$ cat src/rtl/game_pkg.sv
// Shared types and constants for the pattern-memory game sequencer.
package game_pkg;

    typedef enum logic [2:0] {
        S_IDLE,
        S_SHOW,
        S_INPUT,
        S_WON,
        S_LOST
    } state_e;

    typedef enum logic [1:0] {
        PH_ADDR,
        PH_LATCH,
        PH_HOLD
    } show_ph_e;

    localparam logic [2:0] ST_IDLE = 3'b000;
    localparam logic [2:0] ST_OK   = 3'b010;
    localparam logic [2:0] ST_BAD  = 3'b001;
    localparam logic [2:0] ST_WON  = 3'b100;
    localparam logic [2:0] ST_LOST = 3'b011;

    localparam int DEF_DEPTH  = 10;
    localparam int DEF_DATA_W = 4;

    // Counter width able to hold the larger of two cycle limits.
    function automatic int timer_width(input int a, input int b);
        int m;
        m = (a > b) ? a : b;
        return $clog2(m + 1);
    endfunction

endpackage

$ cat src/rtl/cycle_timer.sv
// Loadable down-counter; done is high while the count sits at zero.
module cycle_timer #(
    parameter int W = 8
) (
    input  logic         clk,
    input  logic         rst_n,
    input  logic         load,
    input  logic [W-1:0] load_val,
    output logic         done
);

    logic [W-1:0] cnt_q, cnt_d;

    always_comb begin
        cnt_d = cnt_q;
        if (load) begin
            cnt_d = load_val;
        end else if (cnt_q != '0) begin
            cnt_d = cnt_q - 1'b1;
        end
    end

    always_ff @(posedge clk or negedge rst_n) begin
        if (!rst_n) begin
            cnt_q <= '0;
        end else begin
            cnt_q <= cnt_d;
        end
    end

    assign done = (cnt_q == '0);

endmodule

$ cat src/rtl/game_sequencer.sv
// Pattern-memory game sequencer: playback, guess checking, lives and levels.
// Optional per-guess timeout is built when GAME_TIMEOUT_EN is defined.
//
// state   | meaning
// S_IDLE  | after reset, waiting for start
// S_SHOW  | playing back entries 0..level-1 (ADDR, LATCH, HOLD per entry)
// S_INPUT | collecting guesses, mem_addr = guess index
// S_WON   | all levels cleared, waiting for start
// S_LOST  | out of lives, waiting for start
module game_sequencer
    import game_pkg::*;
#(
    parameter int DEPTH          = DEF_DEPTH,
    parameter int DATA_W         = DEF_DATA_W,
    parameter int SHOW_CYCLES    = 50_000_000,
    parameter int LIVES          = 3,
    parameter int TIMEOUT_CYCLES = 500_000_000
) (
    input  logic                       clk,
    input  logic                       reset,
    input  logic                       start,
    input  logic                       submit,
    input  logic [DATA_W-1:0]          data,
    output logic [$clog2(DEPTH)-1:0]   mem_addr,
    input  logic [DATA_W-1:0]          mem_rdata,
    output logic                       show_valid,
    output logic [DATA_W-1:0]          show_data,
    output logic [2:0]                 status,
    output logic [$clog2(DEPTH+1)-1:0] level,
    output logic [2:0]                 lives,
    output logic                       busy
);

    localparam int ADDR_W = $clog2(DEPTH);
    localparam int LVL_W  = $clog2(DEPTH + 1);
    // One width for both timers so the timeout limit always sizes something.
    localparam int TMR_W  = timer_width(SHOW_CYCLES, TIMEOUT_CYCLES);
    localparam logic [TMR_W-1:0] HOLD_LOAD = TMR_W'(SHOW_CYCLES - 1);

    state_e              state_q, state_d;
    show_ph_e            ph_q, ph_d;
    logic [ADDR_W-1:0]   addr_q, addr_d;
    logic [LVL_W-1:0]    level_q, level_d;
    logic [2:0]          lives_q, lives_d;
    logic [2:0]          status_q, status_d;
    logic [DATA_W-1:0]   show_data_q, show_data_d;
    logic                show_valid_q, show_valid_d;
    logic                rd_ok_q, rd_ok_d;

    logic                hold_load, hold_done;
    logic                accept, timeout;
    logic [ADDR_W-1:0]   last_idx;

    assign last_idx = ADDR_W'(level_q - 1'b1);
    assign accept   = (state_q == S_INPUT) && submit && rd_ok_q;

    cycle_timer #(.W(TMR_W)) u_hold_timer (
        .clk      (clk),
        .rst_n    (reset),
        .load     (hold_load),
        .load_val (HOLD_LOAD),
        .done     (hold_done)
    );

`ifdef GAME_TIMEOUT_EN
    localparam logic [TMR_W-1:0] TO_LOAD = TMR_W'(TIMEOUT_CYCLES - 1);
    logic to_done;

    // Held loaded outside INPUT so counting starts on the entry edge.
    cycle_timer #(.W(TMR_W)) u_guess_timer (
        .clk      (clk),
        .rst_n    (reset),
        .load     ((state_q != S_INPUT) || accept),
        .load_val (TO_LOAD),
        .done     (to_done)
    );

    assign timeout = (state_q == S_INPUT) && to_done;
`else
    assign timeout = 1'b0;
`endif

    always_comb begin
        state_d      = state_q;
        ph_d         = ph_q;
        addr_d       = addr_q;
        level_d      = level_q;
        lives_d      = lives_q;
        status_d     = status_q;
        show_data_d  = show_data_q;
        show_valid_d = show_valid_q;
        hold_load    = 1'b0;

        case (state_q)
            S_IDLE, S_WON, S_LOST: begin
                if (start) begin
                    state_d  = S_SHOW;
                    ph_d     = PH_ADDR;
                    addr_d   = '0;
                    level_d  = LVL_W'(1);
                    lives_d  = 3'(LIVES);
                    status_d = ST_IDLE;
                end
            end
            S_SHOW: begin
                case (ph_q)
                    PH_ADDR: ph_d = PH_LATCH;
                    PH_LATCH: begin
                        show_data_d  = mem_rdata;
                        show_valid_d = 1'b1;
                        hold_load    = 1'b1;
                        ph_d         = PH_HOLD;
                    end
                    PH_HOLD: begin
                        if (hold_done) begin
                            show_valid_d = 1'b0;
                            ph_d         = PH_ADDR;
                            if (addr_q == last_idx) begin
                                state_d = S_INPUT;
                                addr_d  = '0;
                            end else begin
                                addr_d = addr_q + 1'b1;
                            end
                        end
                    end
                    default: ph_d = PH_ADDR;
                endcase
            end
            S_INPUT: begin
                if (accept && (data == mem_rdata)) begin
                    status_d = ST_OK;
                    if (addr_q != last_idx) begin
                        addr_d = addr_q + 1'b1;
                    end else if (level_q != LVL_W'(DEPTH)) begin
                        level_d = level_q + 1'b1;
                        addr_d  = '0;
                        state_d = S_SHOW;
                        ph_d    = PH_ADDR;
                    end else begin
                        status_d = ST_WON;
                        state_d  = S_WON;
                    end
                end else if (accept || timeout) begin
                    if (lives_q > 3'd1) begin
                        lives_d  = lives_q - 1'b1;
                        status_d = ST_BAD;
                        addr_d   = '0;
                        state_d  = S_SHOW;
                        ph_d     = PH_ADDR;
                    end else begin
                        lives_d  = '0;
                        status_d = ST_LOST;
                        state_d  = S_LOST;
                    end
                end
            end
            default: state_d = S_IDLE;
        endcase
    end

    // Read data is stale for one cycle after the address moves.
    assign rd_ok_d = (state_q == S_INPUT) && (state_d == S_INPUT) && (addr_d == addr_q);

    always_ff @(posedge clk or negedge reset) begin
        if (!reset) begin
            state_q      <= S_IDLE;
            ph_q         <= PH_ADDR;
            addr_q       <= '0;
            level_q      <= '0;
            lives_q      <= 3'(LIVES);
            status_q     <= ST_IDLE;
            show_data_q  <= '0;
            show_valid_q <= 1'b0;
            rd_ok_q      <= 1'b0;
        end else begin
            state_q      <= state_d;
            ph_q         <= ph_d;
            addr_q       <= addr_d;
            level_q      <= level_d;
            lives_q      <= lives_d;
            status_q     <= status_d;
            show_data_q  <= show_data_d;
            show_valid_q <= show_valid_d;
            rd_ok_q      <= rd_ok_d;
        end
    end

    assign mem_addr   = addr_q;
    assign show_valid = show_valid_q;
    assign show_data  = show_data_q;
    assign status     = status_q;
    assign level      = level_q;
    assign lives      = lives_q;
    assign busy       = (state_q == S_SHOW) || (state_q == S_INPUT);

endmodule

$ cat config.mk
export PLATFORM = sky130hd
export DESIGN_NAME = game_sequencer
export DESIGN_NICKNAME = d
export VERILOG_FILES = /design/src/rtl/game_pkg.sv /design/src/rtl/cycle_timer.sv /design/src/rtl/game_sequencer.sv
export SDC_FILE = /design/constraint.sdc
export NUM_CORES = 1
export LEC_CHECK = 0
export CORE_MARGIN = 10
export CORE_UTILIZATION = 45
export CTS_CLUSTER_DIAMETER = 100
export DETAILED_ROUTE_END_ITERATION = 8
export DONT_BUFFER_PORTS = 1
export SLEW_MARGIN = 40
export SYNTH_ARGS = -nofsm -noshare
export SYNTH_HDL_FRONTEND = slang
export SYNTH_SLANG_ARGS = --single-unit
$ cat constraint.sdc
create_clock -name clk -period 2.6 [get_ports clk]
set_clock_uncertainty 0.2 [all_clocks]
set_input_delay 0.39 -clock clk [delete_from_list [all_inputs] [get_ports clk]]
set_output_delay 0.39 -clock clk [all_outputs]
set_load 0.02 [all_outputs]
==> metrics.txt <==
pins over their slew limit 0; Yosys top cell area share 0.427; worst hold stages 2; Worst Reg-to-Reg Cells 9; vias in the first global route 2532; Worst Hold Class primary input to register; critical path launch point type register; leakage power 1.52 nW; Congestion Overflow GR 0; Setup-failing EPs final 5; placed instance count 423; Multi-input gate area 1670 um2; placed inst area 3350 um2; CTS H-tree lvls 2; Via density 5.53; Seq/Total Area, Yosys 0.444; FF+latch area 1350 um2; final RePlAce weighted congestion 0.793; chip height 102 um; fraction of layout cells with a size suffix above 1 0.196; met2 WL 3.67 mm; Total Wirelength 7.20 mm; TritonCTS Sinks 54; Die X 102 um; wire length on met3 386 um; status finished, violations left; async set-or-reset flop fraction in the synthesized netlist 1.00; Clock transition at path regs 100 ps; max-cap violations 0; Power, Total 2.31 mW; wire length per cell 16.2 um; minimum clock period 2640 ps; Die Area 10500 um2; Clock Path Buffers 2; Synth top cells by count dfrtp_1 (52), nand2_1 (47), nor2_1 (37); final non-filler cell area 3660 um2; Req. time, crit path 2590 ps; Max Clk Rate 0.379 GHz; CP Class register to register; area growth from synthesis to layout 20.0%; critical-path cell list inv_2 > ha_4 > or4b_4 > or4_4 > o211ai_4 > buf_12 > buf_6 > or3_1 > nand3_1; post-route ant nets 0; core area 6460 um2; Avg Cell Area, Syn 9.41 um2; GRT Total Usage 0.143; cell taking the most area after synthesis dfrtp_1; Worst setup EP type register; Area contributors post-synth dfrtp_1 (43%), xor2_1 (6.0%), nand2_1 (5.8%); Skew-Pair Late Insertion Delay 310 ps; CP arrival 2620 ps; largest net degree at the start of global routing 55; CTS root buf clkbuf_8; initial drt markers 81; CTS tree built; PD cells 631 nW/um2; 1st-pass router iterations 4; post-synthesis cell area 3050 um2; I/O pin cnt 32; DR top layer met4; row count 29; FILL cells 574; Yosys warning count 0; Max stage delay on crit path 580 ps; Max IR drop VDD 0.312 mV; violated checks negative setup slack; Max-Slew Margin vs Limit 0.687; RSZ-0062 raised after global routing yes; Mapped Nets 344; crit share post-route 1.01; routed vias 2457; initial antenna violation count 0; met1 WL 3.09 mm; DRC viols 0; EDFF count, synth 0; cell at the slowest stage of the critical path or4_4; count of different cell masters after synthesis 58; Num CTS Buffers 5; Tightest Pin Transition 465 ps; worst setup margin -35.1 ps; IO buf count 0; global-route wire length before repair 12.2 mm; CP Max Fanout 7; Initial Util 0.472; Post-synth top flop dfrtp_1; DP Wirelength 5.18 mm; nets 386; Seq cells post-synth 54; Final Hold Vio Count 0; ant diodes 0; most frequent cell after synthesis dfrtp_1; fin cells 444; cell count after synthesis 324
-- flip-flops by register name (all words and copies together) (netlist names) --
signal and cells:
status 3, mem_addr 4, state_q 3, rd_ok_q 1, u_hold_timer.cnt_q 29, ph_q 2, show_data 4, lives 3
show_valid 1, level 4
-- metrics by stage --
step           worst slack, ps  utilization  hold slack, ps  setup TNS, ps
6_report                 -35.1        0.566            10.2           -116
4_1_cts                   23.5        0.550            6.24              0
2_1_floorplan             23.7            -            -106              0
3_5_place_dp              2.61        0.518            -103              0
5_1_grt                   -127        0.566            30.9           -933
3_3_place_gp              75.3        0.518            -103              0
-- where the power goes --
part | total [mW] | switching [mW] | internal, mW
Sequential | 1.05 | 0.125 | 0.924
Clock | 0.564 | 0.280 | 0.284
Combinational | 0.694 | 0.402 | 0.292
Total | 2.31 | 0.807 | 1.50
-- cell type report --
type,instances,share of cell area
flip-flops and latches,54,0.370
well taps,77,0.0264
inverters,10,0.0103
multi-input cells,250,0.458
repair buffers,45,0.106
clock inverters,3,0.0110
clock buffers,5,0.0188
-- routing by layer --
metal / vias up / GRT usage
li1: 1240 / -
met1: 1165 / 0.165
met2: 45 / 0.255
met3: 7 / 0.0405
met4: 0 / 0.0380
met5: - / 0
-- worst max-delay path, delay by kind of cell, from the launching register on --
family | cells | cell delay, ps
flops | 1 | 400
simple gates | 4 | 1190
buf+inv | 3 | 340
fa+ha+maj | 1 | 130
compound gates | 1 | 230
-- layout by cell type (no fill, tap or decap), types with 3 or more instances in the layout --
cell / instances
dfrtp_1: 52
nand2_1: 47
nor2_1: 37
buf_4: 37
xor2_1: 21
xnor2_1: 13
nand3_1: 11
a21oi_1: 11
nor4_1: 9
o21ai_0: 9
inv_1: 8
nor3_1: 7
ha_1: 7
nand4_1: 5
clkbuf_8: 5
dlygate4sd3_1: 5
nand3b_1: 4
or4_4: 4
or3_1: 4
o22ai_1: 4
and3_1: 3
o22a_1: 3
or4_1: 3
a31oi_1: 3
-- final timing paths --
| kind | startpoint | endpoint | slack (ps) |
|---|---|---|---|
| min | start | state_q[0] | 10 |
| max | u_hold_timer.cnt_q[1] | u_hold_timer.cnt_q[20] | -40 |
| min in group asynchronous | reset | lives[2] | 370 |
| max reg2reg | u_hold_timer.cnt_q[1] | u_hold_timer.cnt_q[20] | -40 |
| max in group asynchronous | reset | lives[1] | 1550 |
| min reg2reg | u_hold_timer.cnt_q[13] | u_hold_timer.cnt_q[13] | 340 |
-- logic make-up (layout without fill, tap and decap cells) --
family,Yosys count,count (layout),synth area share
XOR/XNOR,35,35,0.105
buffers and inverters,20,63,0.0283
flip-flops,54,54,0.444
AO/OA/AOI/OAI,50,50,0.114
adder cells (fa/ha/maj),8,8,0.0328
AND/OR/NAND/NOR,157,157,0.275
-- timing repair --
action / 4_1_cts / 5_1_grt
endpoints found under the setup margin: 5 / 13
endpoints found under the hold margin: 58 / 0
pin swaps: 2 / 10
hold buffers: 6 / 0
buffers inserted: 0 / 7
gates resized for setup: 2 / 14
No activity file was read; power rests on OpenSTA's default activity.
